--- config.mk ---
export PLATFORM = sky130hd
export DESIGN_NAME = serial_adder
export DESIGN_NICKNAME = d
export VERILOG_FILES = /design/src/rtl/serial_adder.sv
export SDC_FILE = /design/constraint.sdc
export NUM_CORES = 1
export LEC_CHECK = 0
export ABC_AREA = 1
export ABC_CLOCK_PERIOD_IN_PS = 3200
export CORE_MARGIN = 4
export CORE_UTILIZATION = 56
export DETAILED_ROUTE_END_ITERATION = 16
export PLACE_DENSITY = 0.79
export SYNTH_ARGS = -nofsm -noshare
export SYNTH_HDL_FRONTEND = slang
export SYNTH_SLANG_ARGS = --single-unit
--- constraint.sdc ---
create_clock -name clk -period 3.2 [get_ports clk]
set_clock_uncertainty 0.2 [all_clocks]
set_input_delay 0.48 -clock clk [delete_from_list [all_inputs] [get_ports clk]]
set_output_delay 0.48 -clock clk [all_outputs]
set_load 0.01 [all_outputs]
--- src/rtl/serial_adder.sv ---
// Bit-serial adder: adds two WIDTH-bit operands LSB-first, one bit per clock,
// using a single full-adder cell and a carry flop. Start/done handshake; the
// registered result holds until the next accepted operation completes.
module serial_adder #(
    parameter int WIDTH = 8
) (
    input  logic             clk,
    input  logic             rst_n,
    input  logic             start,
    input  logic [WIDTH-1:0] A,
    input  logic [WIDTH-1:0] B,
    output logic [WIDTH-1:0] Sum,
    output logic             Cout,
    output logic             busy,
    output logic             done
);

    localparam int CW = $clog2(WIDTH) + 1;

    localparam logic [1:0] ST_IDLE = 2'd0;
    localparam logic [1:0] ST_RUN  = 2'd1;
    localparam logic [1:0] ST_DONE = 2'd2;

    localparam logic [CW-1:0] LAST_BIT = CW'(WIDTH - 1);

    logic [1:0]       state;
    logic [WIDTH-1:0] sh_a;
    logic [WIDTH-1:0] sh_b;
    // Holds the WIDTH-1 sum bits produced so far; the final bit comes straight
    // from the adder cell on the completing edge.
    logic [WIDTH-2:0] sh_s;
    logic             carry;
    logic [CW-1:0]    cnt;

    logic             accept;
    logic             last;
    logic             s;
    logic             carry_nxt;
    logic [WIDTH-1:0] sum_cat;

    // Full-adder cell, acceptance and completion decode
    always_comb begin
        accept    = start && ((state == ST_IDLE) || (state == ST_DONE));
        last      = (state == ST_RUN) && (cnt == LAST_BIT);
        s         = sh_a[0] ^ sh_b[0] ^ carry;
        carry_nxt = (sh_a[0] & sh_b[0]) | (sh_a[0] & carry) | (sh_b[0] & carry);
        sum_cat   = {s, sh_s};
    end

    // Control FSM: IDLE -> RUN (WIDTH cycles) -> DONE (one cycle)
    always_ff @(posedge clk or negedge rst_n) begin
        if (!rst_n) begin
            state <= ST_IDLE;
        end else begin
            case (state)
                ST_IDLE: if (start) state <= ST_RUN;
                ST_RUN:  if (last) state <= ST_DONE;
                ST_DONE: state <= start ? ST_RUN : ST_IDLE;
                default: state <= ST_IDLE;
            endcase
        end
    end

    // Operand shift registers, carry flop, partial sum and bit counter
    always_ff @(posedge clk or negedge rst_n) begin
        if (!rst_n) begin
            sh_a  <= '0;
            sh_b  <= '0;
            sh_s  <= '0;
            carry <= 1'b0;
            cnt   <= '0;
        end else if (accept) begin
            sh_a  <= A;
            sh_b  <= B;
            carry <= 1'b0;
            cnt   <= '0;
        end else if (state == ST_RUN) begin
            sh_a  <= {1'b0, sh_a[WIDTH-1:1]};
            sh_b  <= {1'b0, sh_b[WIDTH-1:1]};
            sh_s  <= sum_cat[WIDTH-1:1];
            carry <= carry_nxt;
            cnt   <= cnt + CW'(1);
        end
    end

    // Result registers: updated only on the edge that processes the last bit
    always_ff @(posedge clk or negedge rst_n) begin
        if (!rst_n) begin
            Sum  <= '0;
            Cout <= 1'b0;
        end else if (last) begin
            Sum  <= sum_cat;
            Cout <= carry_nxt;
        end
    end

    // Status outputs decode directly from the state register
    always_comb begin
        busy = (state == ST_RUN);
        done = (state == ST_DONE);
    end

endmodule
==> results.json, run 1 <==
{
  "r2r_slack_ns": 1.54,
  "total_power_mw": 2.13,
  "slew_viol_final": 0,
  "viasPerCell": 4.95,
  "firstDrtPassIters": 4,
  "hold_class": "primary input to async pin",
  "ys_types": 20,
  "p_comb_share_pct": 44.2,
  "yosys_warnings": 0,
  "post-route-min-period_ns": 2.47,
  "insertion_delay_ns": 0.35,
  "clock_sinks": 39,
  "num_rows": 20,
  "synth_area_um2": 1820,
  "hold_viol": 0,
  "clock_tree.root_cell": "clkbuf_4",
  "drcViolationCount": 0,
  "n_fill_cell": 264,
  "start_kind": "flip-flop",
  "dp_cells": 261,
  "fin_area_um2": 2180,
  "r2r-end": "sh_b[6]$_DFFE_PN0P_",
  "area_growth_pct": 19.4,
  "syn_avg_cell_area_um2": 9.34,
  "multiInputGateArea_um2": 667,
  "wire_per_inst_um": 12.0,
  "die_area_um2": 4230,
  "fin_tns_setup_ns": 0,
  "max_freq_ghz": 0.405,
  "max_cap_violations": 0,
  "crit_path_end_kind": "output port",
  "grt_max_degree": 40,
  "dpl.hpwl_um": 2390,
  "ioPinCount": 30,
  "fin_cells": 269,
  "ir_drop_v": 0.000508,
  "slew_headroom_pct": 44.4,
  "grt_pass1_wl_um": 5850,
  "gp_congestion": 0.784,
  "cts_resized": 0,
  "cp_data_required_time_ns": 2.52,
  "nets": 245,
  "netSwitchingFraction_pct": 39.8,
  "setup_viol": 0,
  "postRouteAntennaNets": 0,
  "portBuffers": 29,
  "core_um2": 3080,
  "cts-buffers-inserted": 5,
  "grt_pass1_vias": 1335,
  "drt_wl_total_um": 3230,
  "crit_path_start": "state[0]$_DFFE_PN0P_",
  "ff_latch_area_um2": 976,
  "r2r_cells": 4,
  "postSynthCellCount": 195,
  "ys_seq_area_share_pct": 53.6,
  "ctsHtreeMaxLevel": 2,
  "place_area_um2": 2090,
  "cts_tree": "done",
  "num_vias": 1332,
  "ctsHoldBuffers": 0,
  "layout_common_cells": "55 x nand2_1, 39 x dfrtp_1, 28 x clkdlybuf4s50_1, 24 x inv_1, 18 x o21ai_2",
  "final_common_cell": "nand2_1",
  "finalCritPeriodShare_pct": 77.1,
  "leakage_nw": 1.07,
  "rsz0062_at_grt": "no",
  "cp-endpoint": "busy",
  "die_x_um": 65.0,
  "power_density_nw_per_um2": 978,
  "p_int_mw": 1.28,
  "cp_data_arrival_time_ns": 1.79,
  "reg2reg_from": "state[0]$_DFFE_PN0P_",
  "diodes": 0,
  "clk_pin_slew_ns": 0.12,
  "worst_pin_slew_ns": 0.835,
  "clockBufferDepth": 2,
  "synth.net_count": 216,
  "synth-seq-cells": 39,
  "p_seq_share_pct": 39.8,
  "p_clk_share_pct": 16.0,
  "die_h_um": 65.0,
  "worstPathMaxFanout": 21,
  "antenna_found_initial": 0,
  "track_usage_pct": 18.2,
  "cts_setup_buffers": 0,
  "fin_util_pct": 70.7,
  "grt-ovfl-total": 0,
  "crit_type": "flip-flop to output port",
  "drive_above_1_share_pct": 17.8,
  "drt_iter0_markers": 59,
  "p_switching_mw": 0.847,
  "start_util_pct": 59.2,
  "status": "complete, no violations"
}
-- routing by layer --
layer	track usage [%]	vias up	part of all wire, %
li1	-	670	-
met5	0	-	0
met4	6.99	0	1.8
met2	31.8	37	50
met3	4.68	8	5.3
met1	21.2	617	42
-- metrics by stage --
| stage | hold slack [ns] | worst slack, ns |
|---|---|---|
| after global placement | 0.255 | 1.10 |
| after detailed placement | 0.269 | 1.00 |
| after global routing | 0.0722 | 0.625 |
| after CTS | 0.0381 | 0.708 |
| after floorplan | -0.0156 | 1.77 |
| final | 0.0134 | 0.731 |
-- power groups by stage --
stage | Combinational (mW) | Sequential [mW] | Clock (mW)
6_report | 0.941 | 0.847 | 0.341
5_1_grt | 1.07 | 0.876 | 0.377
4_1_cts | 0.958 | 0.849 | 0.352
3_5_place_dp | 0.950 | 0.857 | 0
3_3_place_gp | 0.902 | 0.843 | 0
2_1_floorplan | 0.720 | 0.852 | 0
-- worst min-delay path by stage --
stage / startpoint / endpoint / slack [ns] / cells past startpoint
after floorplan: rst_n / Cout$_DFFE_PN0P_ / -0.02 / 0
after global placement: sh_s[0]$_DFFE_PN0P_ / Sum[0]$_DFFE_PN0P_ / 0.25 / 2
after detailed placement: sh_a[6]$_DFFE_PN0P_ / sh_a[6]$_DFFE_PN0P_ / 0.27 / 2
after CTS: rst_n / cnt[1]$_DFFE_PN0P_ / 0.04 / 1
after global routing: rst_n / Sum[0]$_DFFE_PN0P_ / 0.07 / 1
final: rst_n / Sum[0]$_DFFE_PN0P_ / 0.01 / 1
-- synthesized netlist by cell type --
cell type	instances	area, um2
nor2_1	12	45.0
o21ai_0	8	40.0
o21ai_2	18	158
nand3_2	3	30.0
a21oi_1	3	15.0
dfrtp_1	39	976
o21ai_1	8	40.0
inv_2	2	7.51
ha_1	1	12.5
nand2_2	2	12.5
nand2_4	4	45.0
buf_2	1	5.00
nand3_1	5	25.0
buf_6	6	67.6
nand2_1	55	206
o211ai_2	1	12.5
nor3_1	1	5.00
inv_6	1	8.76
inv_1	24	90.1
fa_1	1	20.0
-- cell type report --
cell class	count	share of cell area, %
clock inverters	2	1.61
multi-input cells	122	30.6
repair buffers	29	13.1
well taps	44	2.53
flip-flops and latches	39	44.9
clock buffers	6	2.36
inverters	27	4.89
-- cell families (layout without fill, tap and decap cells) --
family                   Yosys count  after routing  share of synthesized area [%]
buffers and inverters             34             64                           9.82
AO/OA/AOI/OAI                     38             38                           14.6
flip-flops                        39             39                           53.6
adder cells (fa/ha/maj)            2              2                           1.79
AND/OR/NAND/NOR                   82             82                           20.3
-- critical path, cell delays in order (launching register included) --
cell,delay [ns]
dfrtp_1,0.52
nand2_4,0.23
inv_6,0.15
clkdlybuf4s50_1,0.54
-- sequential cells by signal (all words and copies together) (netlist names) --
register and count:
carry 1, state 2, Sum 8, Cout 1, sh_b 8, cnt 4
sh_a 8, sh_s 7
No activity file was read; power rests on OpenSTA's default activity.
==> inputs of run 2 (changes only) <==
- ABC_CLOCK_PERIOD_IN_PS: 3200 -> 2500
- CORE_UTILIZATION: 56 -> 52
- PLACE_DENSITY: 0.79 -> 0.74
- clock period: 3.2 -> 2.5 ns (I/O delays scaled with it)
==> run 2 against run 1 <==
Combinational power grew 26%. First-iteration DRC count shrank 3.4%. Highest routed layer unchanged. Count of clock-buffer cells in the layout is 1 lower. Largest cell class unchanged.
==> results.json, run 2 (synthesis results as in run 1) <==
{
  "status": "complete, no violations",
  "core_um2": 3360,
  "hold_path.startpoint": "Sum[0]$_DFFE_PN0P_",
  "num_vias": 1302,
  "netSwitchingFraction_pct": 41.4,
  "cts_resized": 0,
  "viasPerCell": 4.77,
  "worstPathMaxFanout": 21,
  "wl_met2_um": 1470,
  "num_rows": 21,
  "postRouteAntennaNets": 0,
  "hold_class": "flip-flop to flip-flop",
  "finalCritPeriodShare_pct": 91.7,
  "top_regs": "Sum x8, sh_a x8, sh_b x8",
  "crit_path_end_kind": "output port",
  "n_fill_cell": 318,
  "wire_per_inst_um": 11.7,
  "power_density_nw_per_um2": 1190,
  "insertion_delay_ns": 0.34,
  "slowest_delay_ns": 0.54,
  "die_h_um": 67.2,
  "min_delay_path_depth": 2,
  "diodes": 0,
  "path_delay_family": "buffers and inverters",
  "max_freq_ghz": 0.436,
  "ctsHtreeMaxLevel": 2,
  "top_layer": "met4",
  "leakage_nw": 1.07,
  "reg2reg_from": "state[0]$_DFFE_PN0P_",
  "nets": 247,
  "max_cap_violations": 0,
  "portBuffers": 29,
  "clockBufferDepth": 2,
  "critPathBufInv": 3,
  "crit_type": "flip-flop to output port",
  "cts_tree": "done",
  "slew_headroom_pct": 43.4,
  "cp_data_required_time_ns": 1.92,
  "whs_ns": 0.297,
  "die_area_um2": 4510,
  "dr_wl_met3_um": 126,
  "grt-ovfl-total": 0,
  "grt_pass1_vias": 1353,
  "die_x_um": 67.2,
  "wl_met1_um": 1540,
  "r2r_slack_ns": 0.89,
  "grt_max_degree": 40,
  "track_usage_pct": 17.6,
  "post-route-min-period_ns": 2.29,
  "cp_data_arrival_time_ns": 1.72,
  "cts-buffers-inserted": 5,
  "setup_viol": 0,
  "p_int_mw": 1.51,
  "slew_viol_final": 0,
  "drt_wl_total_um": 3190,
  "p_comb_share_pct": 46.2,
  "layout_common_cells": "55 x nand2_1, 39 x dfrtp_1, 28 x clkdlybuf4s50_1, 24 x inv_1, 18 x o21ai_2",
  "start_util_pct": 54.2,
  "rsz0062_at_grt": "no",
  "p_seq_share_pct": 41.9,
  "ir_drop_v": 0.000509,
  "area_growth_pct": 18.7,
  "r2r_cells": 5,
  "ioPinCount": 30,
  "fin_tns_setup_ns": 0,
  "drive_above_1_share_pct": 18.1,
  "start_kind": "flip-flop",
  "drcViolationCount": 0,
  "drt_iter0_markers": 57,
  "holdPathEnd": "Sum[0]$_DFFE_PN0P_",
  "p_switching_mw": 1.07,
  "p_clk_share_pct": 11.9,
  "gp_congestion": 0.802,
  "clk_pin_slew_ns": 0.10,
  "worst_pin_slew_ns": 0.850,
  "clock_sinks": 39,
  "grt_pass1_wl_um": 5950,
  "path_cells": "inv_1, nand2_4, inv_6, clkdlybuf4s50_1",
  "antenna_found_initial": 0,
  "firstDrtPassIters": 4,
  "hold_viol": 0,
  "r2r-end": "sh_b[0]$_DFFE_PN0P_",
  "clock_tree.root_cell": "clkbuf_4",
  "cp_slowest_cell": "clkdlybuf4s50_1",
  "final_common_cell": "nand2_1",
  "dpl.hpwl_um": 2380
}
run 2: routing by layer:
metal,GRT usage (%),vias to the layer above
li1,-,670
met1,23.6,604
met2,27.7,23
met3,3.99,5
met4,6.84,0
met5,0,-
run 2: cell type report:
type                    instances  area, um2  area share (%)
multi-input cells             122        667            30.8
clock buffers                   5       37.5            1.74
flip-flops and latches         39        976            45.1
repair buffers                 31        303            14.0
clock inverters                 3       15.0           0.694
inverters                      27        106            4.92
well taps                      46       57.6            2.66
run 2: timing repair:
action,4_1_cts,5_1_grt
endpoints found under the setup margin,0,0
setup buffers,0,0
hold buffers,1,0
endpoints found under the hold margin,39,0
run 2: worst max-delay path by stage:
stage	startpoint	to	slack, ns	depth (start not counted)
3_3_place_gp	start	sh_b[0]$_DFFE_PN0P_	0.57	6
6_report	state[1]$_DFFE_PN0P_	busy	0.21	4
5_1_grt	state[0]$_DFFE_PN0P_	busy	0.08	3
4_1_cts	state[0]$_DFFE_PN0P_	busy	0.18	3
2_1_floorplan	cnt[0]$_DFFE_PN0P_	Sum[7]$_DFFE_PN0P_	1.07	7
3_5_place_dp	start	sh_b[0]$_DFFE_PN0P_	0.52	6
run 2: metrics by stage:
step | setup WS, ns | util [%] | area (um2) | power (mW) | instances
after floorplan | 1.07 | - | 1820 | 2.01 | 195
after global placement | 0.572 | 62.4 | 2100 | 2.24 | 264
after detailed placement | 0.518 | 62.4 | 2100 | 2.31 | 264
after CTS | 0.185 | 64.3 | 2160 | 2.61 | 273
after global routing | 0.0791 | 64.3 | 2160 | 2.83 | 273
final | 0.207 | 64.3 | 2160 | 2.58 | 273
run 2: tightest hold or removal path, stage by stage, from the launching register on:
cell	delay [ns]
dfrtp_1	0.36
nand2_1	0.05
nand2_1	0.05
run 2: power by group through the flow:
stage | clock network, mW | logic (mW) | registers (mW)
2_1_floorplan | 0 | 0.922 | 1.09
3_3_place_gp | 0 | 1.16 | 1.08
3_5_place_dp | 0 | 1.21 | 1.10
4_1_cts | 0.316 | 1.21 | 1.08
5_1_grt | 0.345 | 1.37 | 1.12
6_report | 0.306 | 1.19 | 1.08
==> inputs of run 3 (changes only) <==
- CTS_CLUSTER_SIZE: default -> 16
==> results of run 3 <==
No change in the layout: final DEF, timing and power equal those of run 2.
